==> config.mk <==
export PLATFORM = sky130hd
export DESIGN_NAME = cfg_col_receiver
export DESIGN_NICKNAME = d
export VERILOG_FILES = /design/src/rtl/cfg_pkg.sv /design/src/rtl/cfg_shift_reg.sv /design/src/rtl/cfg_col_receiver.sv
export SDC_FILE = /design/constraint.sdc
export NUM_CORES = 2
export LEC_CHECK = 0
export ABC_AREA = 1
export BUFFER_PORTS_ARGS = -buffer_cell sky130_fd_sc_hd__buf_2
export CAP_MARGIN = 10
export CORE_AREA = 2 2 408 410
export DETAILED_ROUTE_END_ITERATION = 16
export DIE_AREA = 0 0 410 412
export PLACE_DENSITY = 0.42
export SLEW_MARGIN = 25
export SYNTH_ARGS = -nofsm -noshare
export SYNTH_HDL_FRONTEND = slang
export SYNTH_SLANG_ARGS = --single-unit
==> constraint.sdc <==
create_clock -name wb_clk_i -period 1.37 [get_ports wb_clk_i]
set_input_delay 0.2055 -clock wb_clk_i [delete_from_list [all_inputs] [get_ports wb_clk_i]]
set_output_delay 0.2055 -clock wb_clk_i [all_outputs]
set_load 0.005 [all_outputs]
==> src/rtl/cfg_pkg.sv <==
// Types and helpers shared by the column config receivers and the Wishbone config master.
package cfg_pkg;

    typedef enum logic [1:0] {
        IDLE   = 2'd0,
        SHIFT  = 2'd1,
        COMMIT = 2'd2
    } cfg_state_e;

    localparam int CFG_COL_SEL_W = 4;

    function automatic int cfg_cnt_w(input int n);
        return $clog2(n) + 1;
    endfunction

endpackage

==> src/rtl/cfg_shift_reg.sv <==
// Serial-in/parallel-out shift register with synchronous clear; new bits enter at bit 0.
module cfg_shift_reg #(
    parameter int W = 8
) (
    input  logic         clk,
    input  logic         rst_n,
    input  logic         clr,
    input  logic         en,
    input  logic         din,
    output logic [W-1:0] q
);

    always_ff @(posedge clk) begin
        if (!rst_n) begin
            q <= '0;
        end else if (clr) begin
            q <= '0;
        end else if (en) begin
            q <= {q[W-2:0], din};
        end
    end

endmodule

==> src/rtl/cfg_col_receiver.sv <==
// Column-side endpoint of the serial fabric-config stream: frames, deserialises and commits MY tile configs.
// Optional feature macro CFG_RX_SHADOW_EN: double-buffers the loading frame so cfg_out changes only on commit.
module cfg_col_receiver
    import cfg_pkg::*;
#(
    parameter int TILE_CFG_SIZE = 256,
    parameter int MY            = 4,
    parameter int COL_ID        = 0,
    parameter int COL_SEL_W     = CFG_COL_SEL_W
) (
    input  logic                        wb_clk_i,
    input  logic                        wb_rst_ni,
    input  logic [COL_SEL_W-1:0]        col_sel,
    input  logic                        cfg_in_start,
    input  logic                        cfg_bit_in,
    input  logic                        cfg_bit_in_valid,
    output logic [MY*TILE_CFG_SIZE-1:0] cfg_out,
    output logic                        cfg_busy,
    output logic                        cfg_done,
    output logic                        cfg_err
);

    localparam int N  = MY * TILE_CFG_SIZE;
    localparam int CW = cfg_cnt_w(N);
    localparam logic [CW-1:0] LAST = CW'(N - 1);

    cfg_state_e    state_q, state_d;
    logic [CW-1:0] cnt_q, cnt_d;
    logic          err_q, err_d;
    logic          sel, accept, last_bit, clr;
    logic [N-1:0]  shift_q;

    assign sel      = (col_sel == COL_SEL_W'(COL_ID));
    // A bit arriving alongside a start pulse belongs to no frame and is dropped.
    assign accept   = (state_q == SHIFT) && sel && cfg_bit_in_valid && !cfg_in_start;
    assign last_bit = accept && (cnt_q == LAST);

    always_ff @(posedge wb_clk_i) begin
        if (!wb_rst_ni) begin
            state_q <= IDLE;
            cnt_q   <= '0;
            err_q   <= 1'b0;
        end else begin
            state_q <= state_d;
            cnt_q   <= cnt_d;
            err_q   <= err_d;
        end
    end

    always_comb begin
        state_d = state_q;
        cnt_d   = cnt_q;
        err_d   = err_q;
        unique case (state_q)
            IDLE: begin
                if (sel && cfg_in_start) begin
                    state_d = SHIFT;
                    cnt_d   = '0;
                end
            end
            SHIFT: begin
                if (sel && cfg_in_start) begin
                    cnt_d = '0;
                    err_d = 1'b1;
                end else if (accept) begin
                    cnt_d = cnt_q + CW'(1);
                    if (cnt_q == LAST) begin
                        state_d = COMMIT;
                        err_d   = 1'b0;
                    end
                end
            end
            COMMIT:  state_d = IDLE;
            default: state_d = IDLE;
        endcase
    end

    cfg_shift_reg #(.W(N)) u_shift (
        .clk   (wb_clk_i),
        .rst_n (wb_rst_ni),
        .clr   (clr),
        .en    (accept),
        .din   (cfg_bit_in),
        .q     (shift_q)
    );

`ifdef CFG_RX_SHADOW_EN
    logic [N-1:0] active_q;
    logic         unused_shift_msb;

    assign unused_shift_msb = shift_q[N-1];
    assign clr              = sel && cfg_in_start;

    // Load the completed frame on the edge that enters COMMIT so cfg_out and cfg_done move together.
    always_ff @(posedge wb_clk_i) begin
        if (!wb_rst_ni) begin
            active_q <= '0;
        end else if (last_bit) begin
            active_q <= {shift_q[N-2:0], cfg_bit_in};
        end
    end

    assign cfg_out = active_q;
`else
    logic unused_last_bit;

    assign unused_last_bit = last_bit;
    assign clr             = 1'b0;
    assign cfg_out         = shift_q;
`endif

    assign cfg_busy = (state_q == SHIFT);
    assign cfg_done = (state_q == COMMIT);
    assign cfg_err  = err_q;

endmodule

# Word level (Yosys, flattened, before mapping)

Cells that the tools add are included.

Word-level logic and storage cells: 38
Bits of input ports: 9
Bits in registers: 1038
Output and inout port bits: 1027

Add/subtract/negate cells: 1
Mux-type cells: 12
Equality and inequality tests: 8
Reductions and logical operators: 13

Operators with widths:

| cell                                                   | number |
|---|---|
| 2-to-1 mux 11 bit                                      | 3 |
| one-hot mux 11 bit (2 select lines)                    | 1 |
| adder 11 x 1 -> 11 bit (second input constant)         | 1 |
| equality test 11 x 10 -> 1 bit (second input constant) | 1 |
| 2-to-1 mux 2 bit                                       | 4 |
| AND reduction 3 bit                                    | 2 |
| nonzero test 2 bit                                     | 3 |
| logical AND 1 bit                                      | 4 |
| logical NOT 4 bit                                      | 1 |
| != test 2 x 1 -> 1 bit (second input constant)         | 2 |
| != test 2 bit (second input constant)                  | 2 |
| one-hot mux 2 bit (2 select lines)                     | 1 |
| AND reduction 4 bit                                    | 1 |
| 2-to-1 mux 1 bit                                       | 3 |
| != test 3 x 1 -> 1 bit (second input constant)         | 1 |
| equality test 2 x 1 -> 1 bit (second input constant)   | 1 |
| equality test 2 bit (second input constant)            | 1 |
| logical NOT 2 bit                                      | 1 |
| logical NOT 1 bit                                      | 1 |

# Logic depth before layout (Yosys ltp)

Depth in word-level cells: 7
Mapped depth: 10
Mapped depth without buffers: 9

# Modules after synthesis

A second synthesis with hierarchy kept.

Cells, all modules: 4566
Area, all modules: 36065.8 um^2

By module, submodules not included:

| module           | times used | area each (um^2) | cells each | seq. area each (um^2) |
|---|---|---|---|---|
| cfg_shift_reg    | 1          | 35243.8          | 4439       | 20499.7 |
| cfg_col_receiver | 1          | 822.0            | 127        | 280.3 |

# Worst setup path before layout

Ideal clock, no wire load.

Path kind: register -> register
From: reg state_q[1]
To: reg u_shift.q[695]
Arrival: 1261 ps
Clock period less this slack: 1377 ps
Path buffers: 3
Setup slack: -7 ps
Cell stages (with the launch flop): 10
Data required time: 1254 ps
Library setup time: 116 ps
Cells stage by stage: dfxtp_1 > inv_2 > nand2_1 > nor2_1 > nand2_2 > buf_6 > buf_4 > clkbuf_1 > o21ai_0 > nor2_1

Cells in the longest elaborated chain, start to end: 4

RTL lines:

| item                           | RTL line               | source |
|---|---|---|
| start, declared                | cfg_col_receiver.sv:27 | `cfg_state_e state_q, state_d;` |
| start signal, assigned         | cfg_col_receiver.sv:44 | `state_q <= state_d;` |
| equality test 2 x 1 -> 1 bit   | cfg_col_receiver.sv:35 | `assign accept = (state_q == SHIFT) && sel && cfg_bit_in_valid && !cfg_in_start;` |
| logical AND 1 bit (3 in a row) | cfg_col_receiver.sv:35 |  |
| end signal, assigned           | cfg_shift_reg.sv:19    | `q <= {q[W-2:0], din};` |
| end, declared                  | cfg_shift_reg.sv:10    | `output logic [W-1:0] q` |

Every way passes these cells.
A chain may end at the register's enable or synchronous reset.

# Worst setup path in the final report

From: reg state_q[1]
To: reg u_shift.q[911]

The elaborated chain is that of the path after synthesis.

==> qor_table.md <==
| Group | Quantity | Value |
| --- | --- | --- |
| detailed routing | Number of remaining DRC errors | 0 |
| yosys | Synth Flop Type | dfxtp_1 |
| timing | Setup repair after global routing missed its margin | yes |
| timing | Crit share post-route | 1.251 |
| timing | Final Max Slew Viols | 0 |
| floorplanning | DIE WIDTH | 410 um |
| global route | GRT Resource Usage Total | 0.1554 |
| flow run | Number of max-cap violations | 0 |
| critical path | Crit-path max cell delay | 310 ps |
| yosys | Synth warnings | 0 |
| critical path | Path depth of the worst reg2reg path | 10 |
| detailed routing | Total number of vias | 33570 |
| yosys | Most area-hungry cell type in the Yosys netlist | dfxtp_1 |
| power and ir drop | Power density normalized to cell area | 1250 mW/mm^2 |
| detailed routing | Initial DRC count | 1957 |
| timing | Remaining max-slew budget at the tightest pin | 0.6586 |
| clock tree | Library cell used as clock root buffer | clkbuf_16 |
| floorplanning | Effective utilization at floorplan | 0.2170 |
| detailed routing | Routed via count divided by cell count | 4.222 |
| clock tree | TritonCTS buffer count | 116 |
| clock tree | CTS tree | done |
| global route | Antenna violations before repair | 3 |
| timing | Fin worst setup slack | -343.3 ps |
| yosys | Cell with the most instances after synthesis | nor2_1 |
| placed design | Worst Setup Slack post-DPL | -742.8 ps |
| placed design | GPL Wtd Cong | 0.8138 |
| clock tree | Insertion delay of the later-clocked pin in the worst-skew pair | 750 ps |
| yosys | Number of enable-type register cells in the synthesized netlist | 0 |
| detailed routing | Number of search-and-repair iterations in the first detailed-routing pass | 5 |
| critical path | Worst path buffer plus inverter count | 5 |
| critical path | Number of stages on the worst setup path | 10 |
| global route | Overall overflow remaining after global route | 0 |
| timing | Fmax | 0.5837 GHz |
| critical path | Worst setup SP type | flip-flop |
| status | Failing checks | negative setup slack |
| yosys | Syn Nets | 4567 |
| finish | Area growth from synthesis to final layout | 41.16% |
| hold path | Hold/Removal Path Class | input port to flip-flop |
| hold path | Hold-critical path depth | 6 |
| critical path | Gate family responsible for the most delay along the worst path | buffers and inverters |
| critical path | Top cell by count, worst path | buf_16 |
| yosys | Cell types with the highest counts after synthesis | nor2_1 (2064), dfxtp_1 (1038), o21ai_0 (808) |
| critical path | List of cells traversed by the critical path | inv_2 > nand2_2 > nor2_4 > nand2_8 > buf_16 > buf_16 > buf_12 > buf_8 > o21ai_1 > nor2_1 |
| yosys | Sequential-to-total area share from yosys stat | 0.5832 |
| global route | Largest net degree at the start of global routing | 122 |
| floorplanning | Number of cell rows | 149 |
| clock tree | Clock tree sinks | 1038 |
| critical path | Kind of end point of the critical path | flip-flop |
| yosys | Number of library cell types mapped by synthesis | 17 |
| detailed routing | Detailed-route wire length per cell | 18.36 um |
| timing | Worst Tran Pin Value | 512.1 ps |
| critical path | Kind of critical path | flip-flop to flip-flop |
| global route | Wire length of the first global-routing pass | 201.7 mm |
| timing | Final setup viols | 2065 |
| critical path | Slowest library cell on the worst path | dfxtp_2 |
| placed design | DPL Wire Length | 99.36 mm |
| clock tree | Clock-pin slew reported for the worst setup and hold paths after clock tree synthesis | 60 ps |
| detailed routing | Total wirelength of the detailed-routed design | 146.0 mm |
| floorplanning | Count of pins on the block boundary | 1036 |
| yosys | Synth async-reset ratio | 0 |
| status | Status | finished with violations |
| clock tree | CTS H-Tree Depth | 3 |
| critical path | Data arrival time at the worst-slack endpoint | 2340 ps |
| finish | Share of cells above drive strength 1 | 0.2701 |
| floorplanning | Floorplan die height | 412 um |
| critical path | Worst EP required | 2000 ps |
| timing | Smallest hold slack | 77.47 ps |
| floorplanning | Core ar. | 0.1642 sq mm |
| yosys | Post-Syn Instances | 4557 |
| yosys | #FFs+latches synth | 1038 |
| detailed routing | Remaining antenna violation count after routing | 0 |
| yosys | Top-area cell type share of the netlist area | 0.5832 |
| timing | Post-layout min period | 1713 ps |
| clock tree | Largest buffer count on any clock path | 3 |
| placed design | I/O Buffers | 1035 |
| yosys | Synthesized area | 0.03563 sq mm |
| floorplanning | Die Footprint | 0.1689 sq mm |
| power and ir drop | Worst vdd rail ir drop | 0.9817 mV |
| timing | Final Hold Vio Count | 0 |
| critical path | Maximum fanout along the worst path | 20 |
| finish | Number of nets in the final layout | 5681 |
| yosys | Average cell area after synthesis | 7.819 sq um |
| yosys | Area contributors post-synth | dfxtp_1 (58%), nor2_1 (22%), o21ai_0 (11%), o21ai_1 (3.1%), clkbuf_1 (1.9%) |
| timing | Setup skew after layout | 31.33 ps |
| power and ir drop | Leak pwr | 22.08 nW |
| global route | Number of global-route vias before repair | 30820 |
-- sequential cells by signal, indices dropped and copies added (netlist names) --
register,count
cnt_q,11
state_q,2
u_shift.q,1024
cfg_err,1
-- cell families (layout without fill, tap and decap cells) --
group,Yosys count,count (layout),synth area share
other,0,3,0
DFF,1038,1038,0.5832
buffers and inverters,362,1564,0.04663
and+or+nand+nor,2115,2116,0.2236
adders and majority gates,1,1,0.0003511
AOI/OAI and AO/OA,1041,1041,0.1462
-- per-stage QoR --
stage | util | std cells | cell area, sq um | setup TNS, ps | power, mW
6_report | 0.3062 | 7952 | 50300 | -337420 | 62.87
5_1_grt | 0.3062 | 7951 | 50300 | -524640 | 65.20
4_1_cts | 0.2970 | 7903 | 48790 | -538910 | 63.81
3_5_place_dp | 0.2708 | 7675 | 44490 | -686870 | 32.49
3_3_place_gp | 0.2708 | 7675 | 44490 | -625120 | 32.49
2_1_floorplan | - | 4557 | 35660 | -203.9 | 31.88
-- final timing paths --
check | start | to | slack [ps]
worst max-delay path | state_q[1]$_SDFFE_PN0P_ | u_shift.q[911]$_SDFFE_PN0P_ | -340
worst min-delay path | col_sel[2] | state_q[1]$_SDFFE_PN0P_ | 80
worst max register to register | state_q[1]$_SDFFE_PN0P_ | u_shift.q[911]$_SDFFE_PN0P_ | -340
worst min register to register | cnt_q[10]$_SDFFE_PN0P_ | cnt_q[10]$_SDFFE_PN0P_ | 450
-- metal layers --
layer	up-vias	share of wire	wire length, um	GRT usage
li1	16900	-	-	-
met1	15590	0.41	59780	0.1779
met2	856	0.48	69350	0.2617
met3	229	0.077	11180	0.05527
met4	0	0.039	5670	0.06466
met5	-	0	0	0
-- tightest hold or removal path, cell delays in order --
cell	delay [ps]
buf_2	70
nor2_1	50
buf_4	170
nand4_1	110
nand3_1	70
nor2_1	110
-- cell usage in the layout, fill, tap and decap left out, types with 4 or more instances in the layout --
cell type and n:
buf_8 9, clkbuf_1 42, nor2_2 20, buf_16 27, dlygate4sd3_1 4, buf_6 32
clkinvlp_4 4, nor2_1 2038, clkbuf_16 153, o21ai_1 340, nand2_1 30, o21ai_0 670
dfxtp_1 1033, buf_12 56, buf_2 1029, inv_1 16, clkbuf_8 27, buf_4 144
o21ai_2 19, nor2_4 6, nand3_1 15, a21oi_1 12, clkinv_2 7
-- final cells by class --
class                           count  area [sq um]
Antenna cell                        3         7.507
Clock buffer                      188          3507
Clock inverter                     19         221.5
Fill cell                       17870        113900
Inverter                           19         97.59
Multi-Input combinational cell   3158         13400
Sequential cell                  1038         20790
Tap cell                         2189          2739
Timing Repair Buffer             1336          9489
Timing Repair inverter              2         46.29
-- where the power goes --
part / total, mW / switching (mW) / internal, mW / leakage [nW]
combinational: 1.64 / 0.986 / 0.651 / 11.9
clock: 31.0 / 13.1 / 17.9 / 1.81
sequential: 30.2 / 0.0201 / 30.2 / 8.36
total: 62.9 / 14.1 / 48.8 / 22.1
-- timing repair --
item | 4_1_cts | 5_1_grt
hold buffers | 4 | 0
gates cloned | 7 | 44
pin swaps | 2 | 44
endpoints found under the setup margin | 2064 | 2065
buffers inserted | 10 | 5
gates resized for setup | 101 | 225
endpoints found under the hold margin | 205 | 0
Power figures use the tool's default switching activity.
